$ cat config.mk
export PLATFORM = sky130hd
export DESIGN_NAME = sd_pkt_loader
export DESIGN_NICKNAME = d
export VERILOG_FILES = /design/src/rtl/sd_pkt_pkg.sv /design/src/rtl/sd_pkt_hold.sv /design/src/rtl/sd_pkt_loader.sv
export SDC_FILE = /design/constraint.sdc
export NUM_CORES = 1
export LEC_CHECK = 0
export CAP_MARGIN = 20
export CORE_AREA = 3 3 51 53
export CTS_CLUSTER_SIZE = 12
export DETAILED_ROUTE_END_ITERATION = 12
export DIE_AREA = 0 0 54 56
export MAX_ROUTING_LAYER = met4
export PLACE_DENSITY = 0.82
export SLEW_MARGIN = 10
export SYNTH_ARGS = -nofsm -noshare
export SYNTH_HDL_FRONTEND = slang
export SYNTH_SLANG_ARGS = --single-unit
$ cat constraint.sdc
create_clock -name clk -period 2.52 [get_ports clk]
set_input_delay 0.63 -clock clk [delete_from_list [all_inputs] [get_ports clk]]
set_output_delay 0.63 -clock clk [all_outputs]
set_load 0.02 [all_outputs]
$ cat src/rtl/sd_pkt_pkg.sv
// Shared types and constants for the sd_pkt_loader packet writer.
package sd_pkt_pkg;

    typedef enum logic [1:0] {
        S_DATA  = 2'd0,
        S_FLUSH = 2'd1,
        S_END   = 2'd2,
        S_DROP  = 2'd3
    } state_t;

    localparam int STATS_W = 16;

endpackage

$ cat src/rtl/sd_pkt_hold.sv
// One-entry srdy/drdy holding register; output side is fully registered.
module sd_pkt_hold #(
    parameter int W = 9
) (
    input  logic         clk,
    input  logic         rst_n,
    input  logic         in_srdy_i,
    output logic         in_drdy_o,
    input  logic [W-1:0] in_data_i,
    output logic         out_srdy_o,
    input  logic         out_drdy_i,
    output logic [W-1:0] out_data_o
);

    logic         v_q;
    logic [W-1:0] data_q;

    assign in_drdy_o  = ~v_q | out_drdy_i;
    assign out_srdy_o = v_q;
    assign out_data_o = data_q;

    always_ff @(posedge clk or negedge rst_n) begin
        if (!rst_n) begin
            v_q    <= 1'b0;
            data_q <= '0;
        end else if (in_srdy_i && in_drdy_o) begin
            v_q    <= 1'b1;
            data_q <= in_data_i;
        end else if (out_drdy_i) begin
            v_q    <= 1'b0;
        end
    end

endmodule

$ cat src/rtl/sd_pkt_loader.sv
// Packet loader writing a srdy/drdy packet stream into a commit/abort FIFO.
// Build option SD_PKT_LOADER_STATS_EN adds pkt_cnt/abort_cnt pulse counters.
//   state   | meaning
//   S_DATA  | accept words into the hold register
//   S_FLUSH | oversize word seen; drain hold, then end the packet
//   S_END   | one cycle: pulse c_commit or c_abort
//   S_DROP  | discard the rest of an oversize packet up to its eop
module sd_pkt_loader
    import sd_pkt_pkg::*;
#(
    parameter int width   = 8,
    parameter int max_len = 16,
    parameter int cnt_sz  = $clog2(max_len + 1)
) (
    input  logic             clk,
    input  logic             reset,
    input  logic             i_srdy,
    output logic             i_drdy,
    input  logic [width-1:0] i_data,
    input  logic             i_eop,
    input  logic             i_err,
    output logic             c_srdy,
    input  logic             c_drdy,
    output logic [width-1:0] c_data,
    output logic             c_commit,
    output logic             c_abort
`ifdef SD_PKT_LOADER_STATS_EN
    ,
    output logic [STATS_W-1:0] pkt_cnt,
    output logic [STATS_W-1:0] abort_cnt
`endif
);

    localparam logic [cnt_sz-1:0] MAX_CNT = cnt_sz'(max_len);
    localparam logic [cnt_sz-1:0] CNT_ONE = cnt_sz'(1);

    state_t            state_q, state_d;
    logic [cnt_sz-1:0] count_q, count_d;
    logic              bad_q, bad_d;
    logic              drop_q, drop_d;
    logic              run_q;
    logic              hold_load;
    logic              hold_rdy;
    logic [width:0]    hold_word;
    logic              hold_eop;

    sd_pkt_hold #(.W(width + 1)) u_hold (
        .clk        (clk),
        .rst_n      (reset),
        .in_srdy_i  (hold_load),
        .in_drdy_o  (hold_rdy),
        .in_data_i  ({i_eop, i_data}),
        .out_srdy_o (c_srdy),
        .out_drdy_i (c_drdy),
        .out_data_o (hold_word)
    );

    assign hold_eop = hold_word[width];
    assign c_data   = hold_word[width-1:0];

    // Pulses decode straight from registered state so they never glitch.
    assign c_commit = (state_q == S_END) & ~bad_q;
    assign c_abort  = (state_q == S_END) &  bad_q;

    always_ff @(posedge clk or negedge reset) begin
        if (!reset) begin
            state_q <= S_DATA;
            count_q <= '0;
            bad_q   <= 1'b0;
            drop_q  <= 1'b0;
            run_q   <= 1'b0;
        end else begin
            state_q <= state_d;
            count_q <= count_d;
            bad_q   <= bad_d;
            drop_q  <= drop_d;
            run_q   <= 1'b1;
        end
    end

    always_comb begin
        state_d   = state_q;
        count_d   = count_q;
        bad_d     = bad_q;
        drop_d    = drop_q;
        i_drdy    = 1'b0;
        hold_load = 1'b0;
        unique case (state_q)
            S_DATA: begin
                // A pending eop word blocks the next packet until its pulse is out.
                i_drdy = run_q & hold_rdy & ~(c_srdy & hold_eop);
                if (i_srdy && i_drdy) begin
                    bad_d = bad_q | i_err;
                    if (count_q == MAX_CNT) begin
                        bad_d   = 1'b1;
                        drop_d  = ~i_eop;
                        state_d = S_FLUSH;
                    end else begin
                        hold_load = 1'b1;
                        count_d   = count_q + CNT_ONE;
                    end
                end else if (c_srdy && c_drdy && hold_eop) begin
                    state_d = S_END;
                end
            end
            S_FLUSH: begin
                if (!c_srdy) state_d = S_END;
            end
            S_END: begin
                count_d = '0;
                bad_d   = 1'b0;
                state_d = drop_q ? S_DROP : S_DATA;
            end
            S_DROP: begin
                i_drdy = run_q;
                if (i_srdy && i_drdy && i_eop) begin
                    drop_d  = 1'b0;
                    state_d = S_DATA;
                end
            end
            default: state_d = S_DATA;
        endcase
    end

`ifdef SD_PKT_LOADER_STATS_EN
    logic [STATS_W-1:0] pkt_cnt_q;
    logic [STATS_W-1:0] abort_cnt_q;

    always_ff @(posedge clk or negedge reset) begin
        if (!reset) begin
            pkt_cnt_q   <= '0;
            abort_cnt_q <= '0;
        end else begin
            if (c_commit) pkt_cnt_q   <= pkt_cnt_q + STATS_W'(1);
            if (c_abort)  abort_cnt_q <= abort_cnt_q + STATS_W'(1);
        end
    end

    assign pkt_cnt   = pkt_cnt_q;
    assign abort_cnt = abort_cnt_q;
`endif

endmodule

==> results.rst <==
.. list-table::
   :header-rows: 1

   * - Metric
     - Value
   * - Max-Slew Margin vs Limit
     - between 50% and 60%
   * - # DRC
     - 0
   * - Final setup violation count
     - 0
   * - Die Span X
     - approximately 54 µm
   * - Die Ht
     - 56 µm
   * - Fillcell total
     - 184
   * - Aggregate negative setup slack
     - 0 ns
   * - Std-Cell Rows
     - 17
   * - Maximum level of the CTS H-tree
     - 1
   * - Final Instance Area
     - 1430 µm²
   * - Sequential share of power
     - 34.8%
   * - Cell depth of the worst flop-to-flop path
     - 7
   * - Buffers plus inverters on the worst setup path
     - 2
   * - Number of search-and-repair iterations in the first detailed-routing pass
     - 4
   * - Clock root buffer
     - sky130_fd_sc_hd__clkbuf_4
   * - Commonest non-fill, non-tap cell in the layout
     - sky130_fd_sc_hd__clkdlybuf4s50_1
   * - Number of enable-type register cells in the synthesized netlist
     - 0
   * - Vias after detailed routing
     - 879
   * - WL final
     - 2210 µm
   * - Critical register-to-register path endpoint
     - count_q[3]
   * - Cell-by-cell listing of the critical path
     - clkdlybuf4s50_1 > nand2b_1 > a21oi_2 > nor2_1 > nor3b_2 > buf_2
   * - Net Sw Power
     - 611 µW
   * - Average wire length per cell after detail routing
     - ~14 µm
   * - Gr ovfl total
     - 0
   * - DRC marker count from the first detailed-route iteration
     - 28
   * - Most used flip-flop cell after synthesis
     - sky130_fd_sc_hd__dfrtp_1
   * - Net switching fraction of the power
     - 39.7%
   * - Count of cell types in the netlist
     - 35
   * - Ratio of cells with drive above 1 in the final layout
     - 18.3%
   * - Clock Latency Late Sink
     - 0.30 ns
   * - Clock share of power
     - 9.6%
   * - Highest attainable clock frequency
     - 0.411 GHz
   * - CTS tree
     - built
   * - Cell area after placement
     - 1400 µm²
   * - Syn. warnings
     - 0
   * - Max Transition Viols Final
     - 0
   * - Share of the synthesized area in the top cell type
     - 43.1%
   * - Largest voltage drop on the vdd net
     - 724 µV
   * - Result of the run
     - completed
   * - Post-synthesis instance total
     - 109
   * - Max-cap violations
     - 0
   * - Arrival time at the worst endpoint
     - approximately 1.8 ns
   * - Static leakage
     - around 0.62 nW
   * - Post-synthesis async set-or-reset flop share
     - 100%
   * - Synthesized area per cell
     - 10.7 µm²
   * - Initial antenna violation count
     - 0
   * - Antenna-violating nets left
     - 0
   * - Via count of the first global-routing pass
     - 876
   * - Port Buffers
     - 25
   * - NumNets Final
     - 153
   * - Sink Count
     - 20
   * - Clock transition at path regs
     - 0.11 ns
   * - Launch point of the worst hold path
     - u_hold.out_data_o[1]
   * - Critical setup path kind
     - in2out
   * - Endpoint with the worst hold slack
     - u_hold.out_data_o[1]
   * - Number of buffers added by the clock tree synthesis step
     - 3
   * - Die ar.
     - 3020 µm²
   * - Final non-filler cell total
     - approximately 160
   * - Final weighted congestion in routability-driven placement
     - slightly above 0.8
   * - Worst Tran Pin Value
     - ~0.62 ns
   * - Most area-hungry cell type in the Yosys netlist
     - sky130_fd_sc_hd__dfrtp_1
   * - Maximum number of pins on one net before global-route repair
     - 24
   * - Global-route usage over all layers
     - between 15 and 20%
   * - Top Family by Delay on Critical Path
     - buffers and inverters
   * - Sequential cell area
     - between 500 and 600 µm²
   * - Part of the power in combinational logic
     - 55.6%
   * - Worst reg2reg startpoint
     - state_q[1]
   * - Area used by multi-input combinational logic
     - 563 µm²
   * - Register-to-register path setup slack
     - 0.59 ns
   * - Cell-internal power
     - slightly above 900 µW
   * - Detailed placer's ending HPWL
     - 1650 µm
   * - Global-route wire length before repair
     - 3740 µm
   * - Top library cells by usage in the layout, fill and taps aside
     - sky130_fd_sc_hd__clkdlybuf4s50_1 (24), sky130_fd_sc_hd__dfrtp_1 (20), sky130_fd_sc_hd__nand3_1 (11), sky130_fd_sc_hd__mux2_2 (10)
   * - Crit path time final
     - 2.44 ns
   * - Syn Nets
     - 129
   * - I/O pin total
     - 26
   * - Mapped cell area
     - around 1200 µm²
   * - Largest stage delay, worst path
     - 0.50 ns
   * - Initial standard-cell utilization of the core
     - between 50% and 60%
   * - Sequential fraction of the synthesis area
     - between 40 and 50%
   * - RSZ-0062 raised after global routing
     - false
   * - Placed cell count
     - 156
   * - Required arrival time at the worst endpoint
     - 1.89 ns
   * - Final critical-path share of the clock period
     - a little over nine tenths
   * - Worst setup SP type
     - input pin
   * - CTS max path bufs
     - 2
   * - Synthesized flop and latch total
     - 20
   * - Slowest stage cell on the critical path
     - sky130_fd_sc_hd__clkdlybuf4s50_1
   * - Vias per std cell
     - 5.53
   * - Endpoint type of the worst setup path
     - primary output
   * - Power per cell area
     - 1080 nW/µm²
   * - Hold Path Stages
     - 1
   * - Clock tree skew after final layout
     - 0.00931 ns
   * - Hold Buf Count CTS
     - 0
   * - Area delta synth->final
     - 23.2%
   * - Worst hold path type
     - reg2reg
   * - Area inside the core boundary
     - 2190 µm²
   * - Number of antenna cells inserted
     - 0
   * - Top area cells in the synthesized netlist
     - sky130_fd_sc_hd__dfrtp_1 (43%), sky130_fd_sc_hd__mux2_2 (9.7%), sky130_fd_sc_hd__ha_1 (6.5%)
   * - Final hold violation count
     - 0
   * - Crit path max fanout
     - 4
==> sequential cells by signal (all words and copies together), names as in the netlist <==
register           count
u_hold.out_srdy_o      1
state_q                2
drop_q                 1
bad_q                  1
count_q                5
u_hold.out_data_o      9
run_q                  1
==> worst reg2reg max path: stages, from the launching register on <==
cell                       delay, ns
sky130_fd_sc_hd__dfrtp_1        0.42
sky130_fd_sc_hd__inv_1          0.12
sky130_fd_sc_hd__ha_1           0.17
sky130_fd_sc_hd__buf_4          0.14
sky130_fd_sc_hd__and3_4         0.19
sky130_fd_sc_hd__o211ai_4       0.21
sky130_fd_sc_hd__or4_1          0.53
sky130_fd_sc_hd__nand3_1        0.08
==> cells by family (layout without fill, tap and decap cells) <==
| group | count (synthesis) | after routing | share of synthesized area (%) |
|---|---|---|---|
| mux | 10 | 10 | 9.70 |
| buf+inv | 18 | 40 | 9.16 |
| flops | 20 | 20 | 43.1 |
| other cells | 1 | 1 | 0.323 |
| fa+ha+maj | 6 | 6 | 6.47 |
| simple gates | 33 | 33 | 18.1 |
| compound gates | 21 | 21 | 13.1 |
==> power groups by stage <==
stage          logic [mW]  registers [mW]  clock network (mW)
3_3_place_gp        0.843           0.533                   0
2_1_floorplan       0.613           0.525                   0
4_1_cts             0.851           0.536               0.153
3_5_place_dp        0.851           0.543                   0
5_1_grt             0.947           0.551               0.162
6_report            0.857           0.536               0.148
==> repair_timing <==
| item | in CTS | in global routing |
|---|---|---|
| gates cloned | 0 | 0 |
| setup endpoints to repair | 1 | 1 |
| setup buffers | 0 | 0 |
| pin swaps | 0 | 1 |
| endpoints found under the hold margin | 0 | 0 |
| resized for setup | 5 | 2 |
==> cell usage after synthesis (2+ instances only) <==
| library cell | count |
|---|---|
| sky130_fd_sc_hd__nor2b_1 | 5 |
| sky130_fd_sc_hd__o21ai_0 | 7 |
| sky130_fd_sc_hd__a22oi_1 | 2 |
| sky130_fd_sc_hd__nand2_1 | 2 |
| sky130_fd_sc_hd__nand2b_1 | 2 |
| sky130_fd_sc_hd__dfrtp_1 | 20 |
| sky130_fd_sc_hd__ha_1 | 6 |
| sky130_fd_sc_hd__nand3_1 | 11 |
| sky130_fd_sc_hd__inv_1 | 7 |
| sky130_fd_sc_hd__a21oi_1 | 2 |
| sky130_fd_sc_hd__mux2_2 | 10 |
| sky130_fd_sc_hd__buf_4 | 8 |
| sky130_fd_sc_hd__nor2_1 | 3 |
| sky130_fd_sc_hd__or4_1 | 3 |
==> stage by stage <==
step	total power, mW	setup WS [ns]	hold slack [ns]	util, %
floorplan	1.14	0.362	0.334	-
global placement	1.38	-0.351	0.486	64.1
detailed placement	1.39	-0.386	0.495	64.1
CTS	1.54	0.0648	0.518	64.9
global route	1.66	0.0151	0.528	65.3
finish	1.54	0.0848	0.515	65.3
==> cell type report <==
type	instances	area share, %
clock buffers	3	1.57
repair buffers	30	19.8
well taps	28	2.45
flip-flops and latches	20	35.0
inverters	7	1.84
multi-input cells	71	39.4
==> routing by layer <==
layer	global-route usage, %	vias to the layer above	part of all wire [%]
met5	-	-	0
met4	7.12	0	1.6
met3	2.41	4	5.1
met2	26.8	27	47
met1	21.1	424	46
li1	-	424	-
==> how the worst max path moves through the flow <==
stage / start / end / slack, ns / cells after the start
final: c_drdy / i_drdy / 0.08 / 6
after global routing: state_q[0] / c_commit / 0.02 / 4
after CTS: c_drdy / i_drdy / 0.06 / 6
after detailed placement: c_drdy / i_drdy / -0.39 / 6
after global placement: c_drdy / i_drdy / -0.35 / 6
after floorplan: state_q[0] / i_drdy / 0.36 / 6
(Power assumes the default switching activity.)
